[config.mk]
export PLATFORM = sky130hd
export DESIGN_NAME = pipe_ctrl_flat
export DESIGN_NICKNAME = d
export VERILOG_FILES = /design/src/rtl/rv32i_ctrl_pkg.sv /design/src/rtl/pipe_ctrl_if.sv /design/src/rtl/hazard_detect.sv /design/src/rtl/pipe_ctrl.sv /design/src/flat_wrapper.sv
export SDC_FILE = /design/constraint.sdc
export NUM_CORES = 1
export LEC_CHECK = 0
export BUFFER_PORTS_ARGS = -buffer_cell sky130_fd_sc_hd__buf_2
export CORE_AREA = 2 2 75 59
export CTS_CLUSTER_DIAMETER = 200
export DETAILED_ROUTE_END_ITERATION = 12
export DIE_AREA = 0 0 77 61
export RECOVER_POWER = 50
export SETUP_SLACK_MARGIN = 0.02
export SLEW_MARGIN = 20
export SYNTH_ARGS = -nofsm -noshare
export SYNTH_HDL_FRONTEND = slang
export SYNTH_SLANG_ARGS = --single-unit
export TNS_END_PERCENT = 20
[constraint.sdc]
create_clock -name clk -period 3.3 [get_ports clk]
set_clock_uncertainty 0.15 [all_clocks]
set_input_delay 0.165 -clock clk [delete_from_list [all_inputs] [get_ports clk]]
set_output_delay 0.165 -clock clk [all_outputs]
set_load 0.1 [all_outputs]
[src/rtl/rv32i_ctrl_pkg.sv]
// Shared types for the RV32I pipeline control slice.
// Stage indices, enable width and controller FSM encoding.
package rv32i_ctrl_pkg;

  localparam int PEN_W = 5;

  localparam int ST_F = 0;
  localparam int ST_D = 1;
  localparam int ST_E = 2;
  localparam int ST_M = 3;
  localparam int ST_W = 4;

  localparam logic [PEN_W-1:0] PEN_ALL = '1;

  typedef enum logic [1:0] {
    RUN      = 2'd0,
    MEM_WAIT = 2'd1,
    REDIRECT = 2'd2
  } state_e;

  typedef enum logic [2:0] {
    ACT_HOLD,
    ACT_BRANCH,
    ACT_LU,
    ACT_STARVE,
    ACT_GO
  } act_e;

endpackage

[src/rtl/pipe_ctrl_if.sv]
// Pipeline <-> stall/flush controller bundle.
// master = pipeline datapath side, slave = controller.
interface pipe_ctrl_if #(
  parameter int CNT_W = 16
);
  import rv32i_ctrl_pkg::*;

  logic             ifetch_vld;
  logic [4:0]       dec_ra1;
  logic [4:0]       dec_ra2;
  logic             dec_ra1_zero;
  logic             dec_ra2_zero;
  logic             exe_is_load;
  logic [4:0]       exe_rad;
  logic             exe_rad_zero;
  logic             exe_branch;
  logic             mem_req;
  logic             mem_rdy;
  logic [PEN_W-1:0] pen;
  logic [PEN_W-1:0] bubble;
  logic             redirect;
  logic [1:0]       state;
  logic [CNT_W-1:0] stall_cnt;

  modport master (
    output ifetch_vld, dec_ra1, dec_ra2,
    output dec_ra1_zero, dec_ra2_zero,
    output exe_is_load, exe_rad, exe_rad_zero,
    output exe_branch, mem_req, mem_rdy,
    input  pen, bubble, redirect, state,
    input  stall_cnt
  );

  modport slave (
    input  ifetch_vld, dec_ra1, dec_ra2,
    input  dec_ra1_zero, dec_ra2_zero,
    input  exe_is_load, exe_rad, exe_rad_zero,
    input  exe_branch, mem_req, mem_rdy,
    output pen, bubble, redirect, state,
    output stall_cnt
  );

endinterface

[src/rtl/hazard_detect.sv]
// Load-use comparator: decode source vs. execute load destination.
// Pure combinational; shared with the forwarding unit.
module hazard_detect (
  input  logic [4:0] ra1,
  input  logic [4:0] ra2,
  input  logic       ra1_zero,
  input  logic       ra2_zero,
  input  logic       is_load,
  input  logic [4:0] rad,
  input  logic       rad_zero,
  output logic       lu_haz
);

  logic m1;
  logic m2;

  assign m1 = (ra1 == rad) & ~ra1_zero;
  assign m2 = (ra2 == rad) & ~ra2_zero;

  assign lu_haz = is_load & ~rad_zero & (m1 | m2);

endmodule

[src/rtl/pipe_ctrl.sv]
// Central stall/flush controller for the 5-stage RV32I pipeline.
// Priority: mem wait > taken branch > load-use > fetch starve.
module pipe_ctrl
  import rv32i_ctrl_pkg::*;
#(
  parameter int CNT_W = 16
) (
  input  logic        clk,
  input  logic        clr,
  pipe_ctrl_if.slave  bus
);

  state_e           state_q;
  state_e           state_d;
  logic [CNT_W-1:0] cnt_q;
  logic [CNT_W-1:0] cnt_d;
  act_e             act;
  logic             mem_hold;
  logic             lu_haz;
  logic             in_redir;
  logic [PEN_W-1:0] pen_c;
  logic [PEN_W-1:0] bub_c;
  logic             redir_c;

  hazard_detect u_hd (
    .ra1      (bus.dec_ra1),
    .ra2      (bus.dec_ra2),
    .ra1_zero (bus.dec_ra1_zero),
    .ra2_zero (bus.dec_ra2_zero),
    .is_load  (bus.exe_is_load),
    .rad      (bus.exe_rad),
    .rad_zero (bus.exe_rad_zero),
    .lu_haz   (lu_haz)
  );

  assign mem_hold = bus.mem_req & ~bus.mem_rdy;
  assign in_redir = (state_q == REDIRECT);

  // Exe and decode hold bubbles in REDIRECT, so branch/hazard are ignored there.
  always_comb begin
    act = ACT_GO;
    if (mem_hold)
      act = ACT_HOLD;
    else if (bus.exe_branch && !in_redir)
      act = ACT_BRANCH;
    else if (lu_haz && !in_redir)
      act = ACT_LU;
    else if (!bus.ifetch_vld)
      act = ACT_STARVE;
  end

  always_ff @(posedge clk or negedge clr) begin
    if (!clr) begin
      state_q <= RUN;
      cnt_q   <= '0;
    end else begin
      state_q <= state_d;
      cnt_q   <= cnt_d;
    end
  end

  always_comb begin
    state_d = state_q;
    unique case (act)
      ACT_HOLD:   state_d = in_redir ? REDIRECT : MEM_WAIT;
      ACT_BRANCH: state_d = REDIRECT;
      ACT_LU:     state_d = RUN;
      ACT_STARVE: state_d = in_redir ? REDIRECT : RUN;
      ACT_GO:     state_d = RUN;
      default:    state_d = RUN;
    endcase
  end

  always_comb begin
    pen_c   = '0;
    bub_c   = '0;
    redir_c = 1'b0;
    if (clr) begin
      pen_c = PEN_ALL;
      unique case (act)
        ACT_HOLD: pen_c = '0;
        ACT_BRANCH: begin
          bub_c[ST_D] = 1'b1;
          bub_c[ST_E] = 1'b1;
          redir_c     = 1'b1;
        end
        ACT_LU: begin
          pen_c[ST_F] = 1'b0;
          pen_c[ST_D] = 1'b0;
          bub_c[ST_E] = 1'b1;
        end
        ACT_STARVE: begin
          pen_c[ST_F] = 1'b0;
          bub_c[ST_D] = 1'b1;
        end
        ACT_GO: pen_c = PEN_ALL;
        default: pen_c = PEN_ALL;
      endcase
    end
  end

  always_comb begin
    cnt_d = cnt_q;
    if (pen_c != PEN_ALL && cnt_q != '1)
      cnt_d = cnt_q + 1'b1;
  end

  assign bus.pen       = pen_c;
  assign bus.bubble    = bub_c;
  assign bus.redirect  = redir_c;
  assign bus.state     = state_q;
  assign bus.stall_cnt = cnt_q;

endmodule

[src/flat_wrapper.sv]
// flat-port wrapper written by rule: the top's interface ports become plain ports
module pipe_ctrl_flat import rv32i_ctrl_pkg::*;
#(
  parameter int CNT_W = 16
)
  (clk, clr, bus_ifetch_vld, bus_dec_ra1, bus_dec_ra2, bus_dec_ra1_zero, bus_dec_ra2_zero, bus_exe_is_load, bus_exe_rad, bus_exe_rad_zero, bus_exe_branch, bus_mem_req, bus_mem_rdy, bus_pen, bus_bubble, bus_redirect, bus_state, bus_stall_cnt);
  pipe_ctrl_if #(.CNT_W(CNT_W)) bus_i ();
  input  logic clk;
  input  logic clr;
  input wire logic [$bits(bus_i.ifetch_vld)-1:0] bus_ifetch_vld;
  input wire logic [$bits(bus_i.dec_ra1)-1:0] bus_dec_ra1;
  input wire logic [$bits(bus_i.dec_ra2)-1:0] bus_dec_ra2;
  input wire logic [$bits(bus_i.dec_ra1_zero)-1:0] bus_dec_ra1_zero;
  input wire logic [$bits(bus_i.dec_ra2_zero)-1:0] bus_dec_ra2_zero;
  input wire logic [$bits(bus_i.exe_is_load)-1:0] bus_exe_is_load;
  input wire logic [$bits(bus_i.exe_rad)-1:0] bus_exe_rad;
  input wire logic [$bits(bus_i.exe_rad_zero)-1:0] bus_exe_rad_zero;
  input wire logic [$bits(bus_i.exe_branch)-1:0] bus_exe_branch;
  input wire logic [$bits(bus_i.mem_req)-1:0] bus_mem_req;
  input wire logic [$bits(bus_i.mem_rdy)-1:0] bus_mem_rdy;
  output wire logic [$bits(bus_i.pen)-1:0] bus_pen;
  output wire logic [$bits(bus_i.bubble)-1:0] bus_bubble;
  output wire logic [$bits(bus_i.redirect)-1:0] bus_redirect;
  output wire logic [$bits(bus_i.state)-1:0] bus_state;
  output wire logic [$bits(bus_i.stall_cnt)-1:0] bus_stall_cnt;
  assign bus_i.ifetch_vld = bus_ifetch_vld;
  assign bus_i.dec_ra1 = bus_dec_ra1;
  assign bus_i.dec_ra2 = bus_dec_ra2;
  assign bus_i.dec_ra1_zero = bus_dec_ra1_zero;
  assign bus_i.dec_ra2_zero = bus_dec_ra2_zero;
  assign bus_i.exe_is_load = bus_exe_is_load;
  assign bus_i.exe_rad = bus_exe_rad;
  assign bus_i.exe_rad_zero = bus_exe_rad_zero;
  assign bus_i.exe_branch = bus_exe_branch;
  assign bus_i.mem_req = bus_mem_req;
  assign bus_i.mem_rdy = bus_mem_rdy;
  assign bus_pen = bus_i.pen;
  assign bus_bubble = bus_i.bubble;
  assign bus_redirect = bus_i.redirect;
  assign bus_state = bus_i.state;
  assign bus_stall_cnt = bus_i.stall_cnt;
  pipe_ctrl #(.CNT_W(CNT_W)) u_core (.clk(clk), .clr(clr), .bus(bus_i));
endmodule
==> run metrics <==
outcome completed; peak supply drop 824 µV; Area contributors post-synth dfrtp_1 (40%), xor2_1 (18%), nor4_4 (3.7%); filler cell count 428; share of the synthesized area in the top cell type 0.395; Synth async-reset ratio 1.00; Seq/Total Area, Yosys 0.395; Slew Limit Headroom 0.216; Post-Synth Adder-Cell Area 0.0110; Die Y 61 µm; CTS Sinks 18; cell area after synthesis 1140 µm²; mean post-synth cell area 10.1 µm²; crit path DAT 2.11 ns; GP Congestion 0.810; DRC 0; DRT antenna net count 0; largest net degree at the start of global routing 19; H-tree depth 1; row cnt 20; FMAX 412 MHz; Initial Util 0.288; Final Hold Viols 0; dpl hpwl 2010 µm; Post-synth EDFFs 0; DR pass1 iterations 4; CTS tree done; DR WL/cell 12.0 µm; worst-path fanout max 5; placed cells 213; total track usage 0.115; proportion of synthesized area in mux cells 0.00988; cell count after synthesis 113; port buffer count 50; Leakage Power 0.746 nW; flops & latches, synth 18; Die W 77 µm; Hold Path Origin bus_exe_branch; Critical Path Start u_core.bus.state[0]; Tcrit/Tclk final 0.736; initial antenna violation count 0; post-synth cell types 29; area share of xor/xnor cells in the synthesized design 0.192; Area Overhead vs Synth 27.6%; PwrDens 779 nW/µm²; CTS Buffer Depth 2; post-synthesis compound-gate area fraction 0.0571; TritonCTS Buffers 3; first-pass GRT wire length 4260 µm; Post-Layout Cell Count 218; via count 955; leading area contributor after synthesis dfrtp_1; Post-CTS Setup Bufs 0; clk slew on worst S/H paths 0.07 ns; violation count after the first detailed-routing iteration 24; Tmin final 2.43 ns; core area 3950 µm²; diodes inserted 0; vias in the first global route 899; Worst setup SP type flop; Simple-Gate Fraction of Synth Area 0.266; grt ovf 0; final setup vio count 0; insertion delay of the later-clocked pin in the worst-skew pair 0.25 ns; layout cells sized above 1 0.307; dpl ws 1.01 ns; nets 191; r2r startpoint u_core.bus.stall_cnt[4]; Worst Path Class, Setup reg -> out; Die ar. 4700 µm²; critical path endpoint category output port; Top FF cell, synth dfrtp_1; max cap viols 0; Yosys Warn Count 0; Max Slew Vio Count 0; Least-Margin Pin Slew 1.18 ns; total power 1.13 mW; CP required 2.98 ns; RSZ-0062 raised after global routing false; clock root buffer clkbuf_8; I/O pin total 54; crit path setup slack, layout 0.871 ns; largest family of logic cells by synthesized area simple AND/OR/NAND/NOR gates; number of vias per cell 4.38; Total Wirelength 2610 µm; min-delay worst type in -> reg
==> cell families (layout without fill, tap and decap cells) <==
family | count (synthesis) | count (layout)
AND/OR/NAND/NOR | 47 | 47
XOR/XNOR | 25 | 25
flip-flops | 18 | 18
buffers and inverters | 11 | 59
AO/OA/AOI/OAI | 9 | 9
adder cells (fa/ha/maj) | 1 | 1
other | 1 | 3
multiplexers | 1 | 1
==> report_power, final <==
part           internal (mW)  switching [mW]  total (mW)
Combinational          0.108           0.538       0.646
Sequential             0.271          0.0613       0.333
Clock                 0.0811          0.0726       0.154
Total                  0.460           0.672        1.13
==> per-stage QoR <==
stage / area, µm² / util / hold WS [ns] / TNS, ns
2_1_floorplan: 1150 / - / -0.281 / -1.01
3_3_place_gp: 1410 / 0.358 / 0.0594 / 0
3_5_place_dp: 1410 / 0.358 / 0.0643 / 0
4_1_cts: 1480 / 0.373 / 0.0592 / 0
5_1_grt: 1450 / 0.368 / 0.107 / 0
6_report: 1450 / 0.368 / 0.0594 / 0
==> layout by cell type (no fill, tap or decap), drive strengths merged <==
master | synthesis | routed
xor2 | 23 | 23
nand2b | 4 | 4
nor3b | 3 | 3
xnor2 | 2 | 2
nor4 | 7 | 7
nor3 | 7 | 7
a21oi | 5 | 5
nor2 | 4 | 4
clkbuf | 2 | 16
dfrtp | 18 | 18
and2b | 1 | 1
mux2 | 1 | 1
o22ai | 1 | 1
nand2 | 8 | 8
inv | 2 | 2
nand4 | 3 | 3
nand3 | 4 | 4
conb | 1 | 3
a31oi | 2 | 2
dlygate4sd3 | 0 | 2
ha | 1 | 1
and3 | 4 | 4
a311oi | 1 | 1
and4 | 2 | 2
buf | 7 | 39
==> path summary, 6_finish.rpt <==
| kind | end | slack (ns) | cells past startpoint |
|---|---|---|---|
| worst max register to register | u_core.bus.stall_cnt[1] | 0.99 | 6 |
| worst max-delay path | bus_bubble[1] | 0.87 | 7 |
| max in group asynchronous | u_core.bus.stall_cnt[12] | 1.73 | 3 |
| min in group asynchronous | u_core.bus.stall_cnt[1] | 0.68 | 3 |
| worst min-delay path | u_core.bus.state[1] | 0.06 | 3 |
| worst min register to register | u_core.bus.stall_cnt[14] | 0.34 | 1 |
==> registers in the layout, summed over array words and instances, names as in the netlist <==
| register | cells |
|---|---|
| u_core.bus.stall_cnt | 16 |
| u_core.bus.state | 2 |
==> critical path, stage by stage, from the launching register on <==
cell and delay (ns):
dfrtp_1 0.37, and2b_1 0.28, nor3b_2 0.08, and4_1 0.17, a31oi_1 0.29, nand2b_1 0.09
a21oi_1 0.13, buf_2 0.44
==> layout make-up <==
cell class | count | area (µm²) | area share
Tap cell | 55 | 68.8 | 0.0473
Multi-Input combinational cell | 86 | 619 | 0.426
Clock buffer | 3 | 41.3 | 0.0284
Sequential cell | 18 | 450 | 0.310
Timing Repair Buffer | 54 | 267 | 0.183
Inverter | 2 | 7.51 | 0.00516
==> per-layer routing <==
metal	routed length (µm)	track usage	up-vias
li1	-	-	487
met1	1380	0.168	445
met2	1080	0.170	21
met3	142	0.0417	2
met4	4	0.00765	0
met5	0	0	-
==> cells in the mapped netlist, types with 2 or more instances <==
cell type and number:
and4_1 2, buf_4 5, nor3_1 7, a21oi_1 5
nor3b_1 2, nand2b_1 3, dfrtp_1 18, nand4_1 3
nor4_4 2, nand3_1 4, clkbuf_1 2, nand2_1 7
and3_1 4, xnor2_1 2, nor4_1 5, buf_6 2
xor2_1 23, nor2_1 4, a31oi_1 2, inv_1 2
==> repair_timing <==
action / in CTS / in global routing
hold buffers: 2 / 0
resized for setup: 0 / 0
endpoints found under the hold margin: 19 / 0
Note: power is estimated with default switching activity, not from simulation.
